**src/rtl/pc_gen.sv**
```systemverilog
// Program counter generator: issues fetch addresses with stall, jump/trap redirect
// and a HOLD state that keeps a not-yet-accepted fetch request stable.
module pc_gen #(
  parameter int                 ADDR_W    = 32,
  parameter logic [ADDR_W-1:0]  RESET_VEC = '0,
  parameter int                 STEP      = 1
) (
  input  logic              clk,
  input  logic              rst,
  input  logic              stall,
  input  logic              jump,
  input  logic [ADDR_W-1:0] jump_addr,
  input  logic              trap,
  input  logic [ADDR_W-1:0] trap_addr,
  input  logic              fetch_ready,
  output logic [ADDR_W-1:0] pc,
  output logic              ce,
  output logic              fetch_valid,
  output logic              redirect_pending
);

  typedef enum logic [1:0] {BOOT, RUN, HOLD} state_t;

  state_t            state, state_nxt;
  logic [ADDR_W-1:0] pc_nxt;
  logic [ADDR_W-1:0] pend_addr, pend_nxt;
  logic              pend_vld_nxt;
  logic              redirect;
  logic [ADDR_W-1:0] target;
  logic [ADDR_W-1:0] pc_inc;

  // Trap outranks jump; the increment wraps naturally at ADDR_W bits.
  assign redirect = trap | jump;
  assign target   = trap ? trap_addr : jump_addr;
  assign pc_inc   = pc + ADDR_W'(STEP);

  always_comb begin
    state_nxt    = state;
    pc_nxt       = pc;
    pend_nxt     = pend_addr;
    pend_vld_nxt = redirect_pending;
    ce           = 1'b0;
    fetch_valid  = 1'b0;
    case (state)
      BOOT: begin
        pc_nxt    = RESET_VEC;
        state_nxt = RUN;
      end
      RUN: begin
        ce          = 1'b1;
        fetch_valid = !stall;
        if (!stall && !fetch_ready) begin
          // Request not accepted: freeze pc and park any redirect until the handshake.
          state_nxt = HOLD;
          if (redirect) begin
            pend_nxt     = target;
            pend_vld_nxt = 1'b1;
          end
        end else if (redirect) begin
          pc_nxt = target;
        end else if (!stall) begin
          pc_nxt = pc_inc;
        end
      end
      HOLD: begin
        ce          = 1'b1;
        fetch_valid = 1'b1;
        if (!fetch_ready) begin
          if (redirect) begin
            pend_nxt     = target;
            pend_vld_nxt = 1'b1;
          end
        end else begin
          if (redirect)              pc_nxt = target;
          else if (redirect_pending) pc_nxt = pend_addr;
          else                       pc_nxt = pc_inc;
          pend_vld_nxt = 1'b0;
          state_nxt    = RUN;
        end
      end
      default: state_nxt = BOOT;
    endcase
  end

  always_ff @(posedge clk or negedge rst) begin
    if (!rst) begin
      state            <= BOOT;
      pc               <= RESET_VEC;
      pend_addr        <= '0;
      redirect_pending <= 1'b0;
    end else begin
      state            <= state_nxt;
      pc               <= pc_nxt;
      pend_addr        <= pend_nxt;
      redirect_pending <= pend_vld_nxt;
    end
  end

endmodule

```
**config.mk**
```make
export PLATFORM = sky130hd
export DESIGN_NAME = pc_gen
export DESIGN_NICKNAME = d
export VERILOG_FILES = /design/src/rtl/pc_gen.sv
export SDC_FILE = /design/constraint.sdc
export NUM_CORES = 1
export LEC_CHECK = 0
export BUFFER_PORTS_ARGS = -buffer_cell sky130_fd_sc_hd__buf_4
export CAP_MARGIN = 20
export CORE_ASPECT_RATIO = 0.75
export CORE_MARGIN = 8
export CORE_UTILIZATION = 60
export CTS_BUF_LIST = sky130_fd_sc_hd__clkbuf_8
export DETAILED_ROUTE_END_ITERATION = 6
export GPL_TIMING_DRIVEN = 0
export PLACE_DENSITY_LB_ADDON = 0.15
export REMOVE_ABC_BUFFERS = 1
export SYNTH_ARGS = -nofsm -noshare
export SYNTH_HDL_FRONTEND = slang
export SYNTH_SLANG_ARGS = --single-unit
```
**constraint.sdc**
```tcl
create_clock -name clk -period 4.25 [get_ports clk]
set_clock_uncertainty 0.05 [all_clocks]
set_input_delay 0.425 -clock clk [delete_from_list [all_inputs] [get_ports clk]]
set_output_delay 0.425 -clock clk [all_outputs]
set_load 0.02 [all_outputs]
```
==> results_dict.tcl, run 1 <==
set metrics [dict create \
    status "completed" \
    r2r-end "pend_addr[31]" \
    finalNonFillerCells 755 \
    routedWlPerCell_um 20.3 \
    final-seq-area_sq_um 1680 \
    cts_tree "done" \
    postSynth.asyncResetShare 1.00 \
    clk_root_buffer_cell "clkbuf_8" \
    cts_max_path_buffers 2 \
    crit_fanout 19 \
    fp.dieH_um 92.6 \
    cts.repair.resized 0 \
    core_area_sq_um 7740 \
    slowest_stage "a2111oi_4" \
    initial_core_util 0.606 \
    port_buffers 104 \
    final_util 0.741 \
    synth_cell_types 65 \
    drv_slew 0 \
    ir_worst_vdd_uv 346 \
    drtIter0Drc 450 \
    grt_setup_unrepaired "false" \
    max_freq_ghz 0.315 \
    dp_cells 736 \
    crit_required_ns 4.44 \
    synth_edf_count 0 \
    multi_input_area_sq_um 2790 \
    gp_congestion 0.893 \
    setup-tns-final_ns 0 \
    worstSkewPairLatency_ns 0.35 \
    finalSetupViolCount 0 \
    netlist_area_sq_um 4700 \
    crit_arrival_ns 3.36 \
    grt_start_max_net_pins 68 \
    syn_inst 564 \
    path_class "reg2reg" \
    cts_buffers 9 \
    cp_cell_sequence "inv_1 -> ha_1 -> nor2_1 -> a2111oi_4 -> buf_6 -> buf_8 -> mux2_2" \
    hold_viol 0 \
    fin_crit_sh 0.746 \
    htreeDepth 3 \
    fin_crit_ns 3.17 \
    vias_per_cell 6.69 \
    avgSynthCellArea_sq_um 8.33 \
    crit_path_end_kind "register" \
    grt_pass1_wl_mm 24.4 \
    fill_cells 600 \
    post_cts_buffers 0 \
    rows 28 \
    ant_nets 0 \
    critPathLaunch "state[0]" \
    die_w_um 118 \
    crit_path_end "pend_addr[31]" \
    power_w 0.00376 \
    ys_ff_latch 67 \
    io_pins 105 \
    p_leak_nw 2.47 \
    die-area_sq_um 10900 \
    powerDensity_nw_per_um2 655 \
    track_usage 0.271 \
    r2r_slack_ns 1.08 \
    worst_pin_slew_ns 1.10 \
    yosys_warnings 0 \
    drive_gt1_frac 0.225 \
    grt_overflow 0 \
    vias 5051 \
    critPathTopFamily "compound AO/OA/AOI/OAI gates" \
    antenna_found_initial 0 \
    crit_buf_inv 3 \
    hold_class "in2async" \
    yosysSeqAreaShare 0.357 \
    cts.hold.buffers_added 0 \
    clock-sinks 67 \
    slew_headroom 0.267 \
    cp.depth 7 \
    area_delta_synth_final_pct 22.1 \
    r2r_cells 7 \
    routed_wirelength_mm 15.3 \
    r2r_start "state[0]" \
    max_stage_delay_ns 0.73 \
    drt_first_pass_iters 5 \
    n_antenna_cell 0 \
    clk_pin_slew_ns 0.08 \
    ys.flop_type "dfrtp_1" \
    nNetsFinal 720 \
    dpl.hpwl_mm 10.4 \
    max_cap_viol_count 0 \
    grt_pass1_vias 4832 \
    cp-start-kind "register" \
    drc 0 \
]
[sequential cells by signal, summed over array words and instances, names as in the netlist]
register,flops
pc,32
state,2
redirect_pending,1
pend_addr,32
[placed cells by master (no fill, tap or decap), drive strengths merged, types with 8 or more instances in the layout]
master and instances:
a21oi 57, o21ai 32, dfrtp 67, and3 8, mux2i 20, o22ai 9
inv 16, mux2 10, nor3 12, nand4 18, nand2b 9, a31oi 9
buf 112, clkbuf 9, o211ai 8, nand2 46, nand3 20, nor2 59
[metrics by stage]
step / worst slack [ns] / hold slack (ns) / instance area, sq um
6_report: 1.08 / 0.135 / 5740
4_1_cts: 1.15 / 0.169 / 5680
3_3_place_gp: -0.255 / 0.461 / 5430
5_1_grt: 0.901 / 0.201 / 5740
2_1_floorplan: 0.947 / 0.0794 / 4520
3_5_place_dp: 0.945 / 0.468 / 5500
[area by class of cell]
class                   instances  area share
repair buffers                112       0.157
well taps                     105      0.0229
clock buffers                   9      0.0216
inverters                      13     0.00851
flip-flops and latches         67       0.292
clock inverters                 7      0.0109
multi-input cells             442       0.486
[layer usage]
metal / global-route usage / wire (um)
met1: 0.354 / 6550
met2: 0.423 / 7050
met3: 0.0827 / 1510
met4: 0.0882 / 235
met5: 0 / 0
[how the worst min path moves through the flow]
stage	from	to	slack [ns]	cells after the start
6_report	rst	pend_addr[2]	0.13	1
3_3_place_gp	pend_addr[17]	pend_addr[17]	0.46	2
4_1_cts	rst	pend_addr[2]	0.17	1
5_1_grt	rst	pend_addr[2]	0.20	1
3_5_place_dp	pend_addr[10]	pc[10]	0.47	2
2_1_floorplan	rst	pc[0]	0.08	0
[cell families (layout without fill, tap and decap cells)]
family | count (synthesis) | in the layout | synth area share
and+or+nand+nor | 209 | 209 | 0.229
AOI/OAI and AO/OA | 189 | 189 | 0.269
DFF | 67 | 67 | 0.357
buffers and inverters | 55 | 141 | 0.0488
muxes | 30 | 30 | 0.0666
xor gates and xnor gates | 9 | 9 | 0.0168
adders and majority gates | 5 | 5 | 0.0133
[power breakdown]
group	switching, W	total, W	internal (W)
logic	0.00110	0.00188	0.000782
registers	0.000415	0.00135	0.000936
clock network	0.000256	0.000521	0.000265
total	0.00177	0.00376	0.00198
[Yosys cell counts (all sizes together) (6+ instances only)]
library cell,instances,area share
mux2,10,0.024
nor2,59,0.047
clkbuf,22,0.018
a31oi,9,0.012
nand4,18,0.025
a211oi,6,0.0096
nor3,12,0.013
a22o,6,0.011
and3,8,0.011
o21ai,32,0.034
a21oi,57,0.061
nand2,46,0.037
nor2b,6,0.0080
nand3,20,0.024
buf,20,0.021
a22oi,7,0.011
inv,13,0.010
o22ai,9,0.012
o31ai,6,0.0096
nand2b,9,0.012
mux2i,20,0.043
o211ai,8,0.013
or3,6,0.0080
a21o,6,0.0096
dfrtp,67,0.36
[worst reg2reg max path: stages (launching register included)]
cell and delay, ns:
dfrtp_1 0.42, inv_1 0.12, ha_1 0.60, nor2_1 0.31, a2111oi_4 0.73, buf_6 0.29
buf_8 0.19, mux2_2 0.35
Power figures use the tool's default switching activity.
==> inputs of run 2 (changes only) <==
Settings changed: CORE_UTILIZATION 60 to 57.
Clock period 4.25 ns to 3.03 ns, I/O delays scaled along.
==> results_dict.tcl, run 2 (synthesized netlist as in run 1, its figures left out) <==
set metrics [dict create \
    area_delta_synth_final_pct 21.8 \
    finalSetupViolCount 0 \
    intPower_w 0.00278 \
    crit_fanout 19 \
    biggestRegsByFlops "pc: 32 flops, pend_addr: 32 flops, state: 2 flops" \
    initial_core_util 0.590 \
    grt_start_max_net_pins 68 \
    fin_area_sq_um 5720 \
    rows 28 \
    cts_tree "done" \
    worst_pin_slew_ns 0.908 \
    drtIter0Drc 595 \
    fin_crit_ns 2.87 \
    grt_overflow 0 \
    p_comb_frac 0.500 \
    slew_headroom 0.395 \
    n_antenna_cell 0 \
    track_usage 0.266 \
    grt_pass1_wl_mm 24.7 \
    placed_area_sq_um 5500 \
    crit_arrival_ns 3.11 \
    port_buffers 104 \
    drv_slew 0 \
    fin_crit_sh 0.949 \
    final_util 0.719 \
    htreeDepth 3 \
    ir_worst_vdd_uv 523 \
    hold_class "in2async" \
    grt_setup_unrepaired "false" \
    max_freq_ghz 0.348 \
    critPathTopFamily "simple AND/OR/NAND/NOR gates" \
    switching_share 0.468 \
    hold_viol 3 \
    cp-start-kind "register" \
    crit_path_end_kind "register" \
    setup-tns-final_ns 0 \
    die_w_um 121 \
    seqPwrFrac 0.360 \
    vias_per_cell 6.60 \
    gp_congestion 0.844 \
    dpl.hpwl_mm 10.5 \
    p_leak_nw 2.46 \
    holdWs_ns -0.00435 \
    clock-sinks 67 \
    nNetsFinal 720 \
    routed_wirelength_mm 15.2 \
    crit_top_cell "or3_1" \
    violations "negative hold slack" \
    clk_pin_slew_ns 0.08 \
    cts_buffers 9 \
    max_cap_viol_count 0 \
    powerDensity_nw_per_um2 914 \
    worstSkewPairLatency_ns 0.35 \
    vias 4981 \
    drt_first_pass_iters 5 \
    max_stage_delay_ns 0.61 \
    clkPwrFrac 0.140 \
    slowest_stage "ha_1" \
    clk_root_buffer_cell "clkbuf_8" \
    crit_buf_inv 2 \
    status "finished with violations" \
    cp_cell_sequence "inv_1 -> ha_1 -> o21a_1 -> o221ai_2 -> buf_8 -> or3_1 -> or3_1 -> nand3_1" \
    finalNonFillerCells 755 \
    antenna_found_initial 0 \
    drive_gt1_frac 0.231 \
    die-area_sq_um 11400 \
    final_common_cell "buf_4" \
    core_area_sq_um 7950 \
    fp.dieH_um 94.6 \
    final_cell_mix "106 x buf_4, 67 x dfrtp_1, 59 x nor2_1, 57 x a21oi_1, 45 x nand2_1" \
    dp_cells 736 \
    crit_required_ns 3.27 \
    ant_nets 0 \
    drc 0 \
    path_class "reg2reg" \
    cts_max_path_buffers 2 \
    grt_pass1_vias 4931 \
    io_pins 105 \
    routedWlPerCell_um 20.1 \
    power.switching_w 0.00245 \
]
[run 2: layout make-up]
class,count,area (sq um)
multi-input cells,442,2800
well taps,105,131
clock inverters,7,61.3
fillers,595,2230
inverters,13,48.8
flip-flops and latches,67,1680
repair buffers,112,882
clock buffers,9,124
[run 2: what timing repair did]
| action | 4_1_cts | 5_1_grt |
|---|---|---|
| endpoints found under the setup margin | 2 | 10 |
| setup buffers | 2 | 0 |
| hold buffers | 0 | 0 |
| endpoints found under the hold margin | 0 | 0 |
| pin swaps | 1 | 0 |
| gates resized for setup | 1 | 2 |
| cloned | 0 | 0 |
[run 2: power groups by stage]
stage,clock [W],combinational (W),sequential [W]
floorplan,0,0.00138,0.00195
global placement,0,0.00240,0.00183
detailed placement,0,0.00255,0.00186
CTS,0.000736,0.00258,0.00185
global route,0.000775,0.00284,0.00195
finish,0.000733,0.00261,0.00188
[run 2: worst paths after layout]
| check | from | end | slack [ns] | cells past startpoint |
|---|---|---|---|---|
| hold / removal | rst | pend_addr[3] | -0.004 | 1 |
| min in group clk | jump_addr[0] | pend_addr[0] | 0.18 | 3 |
| max in group asynchronous | rst | pc[7] | 2.30 | 1 |
| hold reg to reg | pend_addr[17] | pend_addr[17] | 0.49 | 2 |
| setup reg to reg | state[0] | pc[31] | 0.16 | 8 |
| setup / recovery | state[0] | pc[31] | 0.16 | 8 |
[run 2: through the flow]
step / total power [W] / setup WS (ns)
global route: 0.00556 / 0.0472
detailed placement: 0.00442 / -0.176
floorplan: 0.00333 / -0.273
finish: 0.00523 / 0.155
CTS: 0.00517 / 0.146
global placement: 0.00424 / -1.39
[run 2: routing by layer]
metal  wire length (um)  GRT usage
met5                  0          0
met3               1620     0.0817
met4                178     0.0829
met2               6890      0.412
met1               6470      0.350
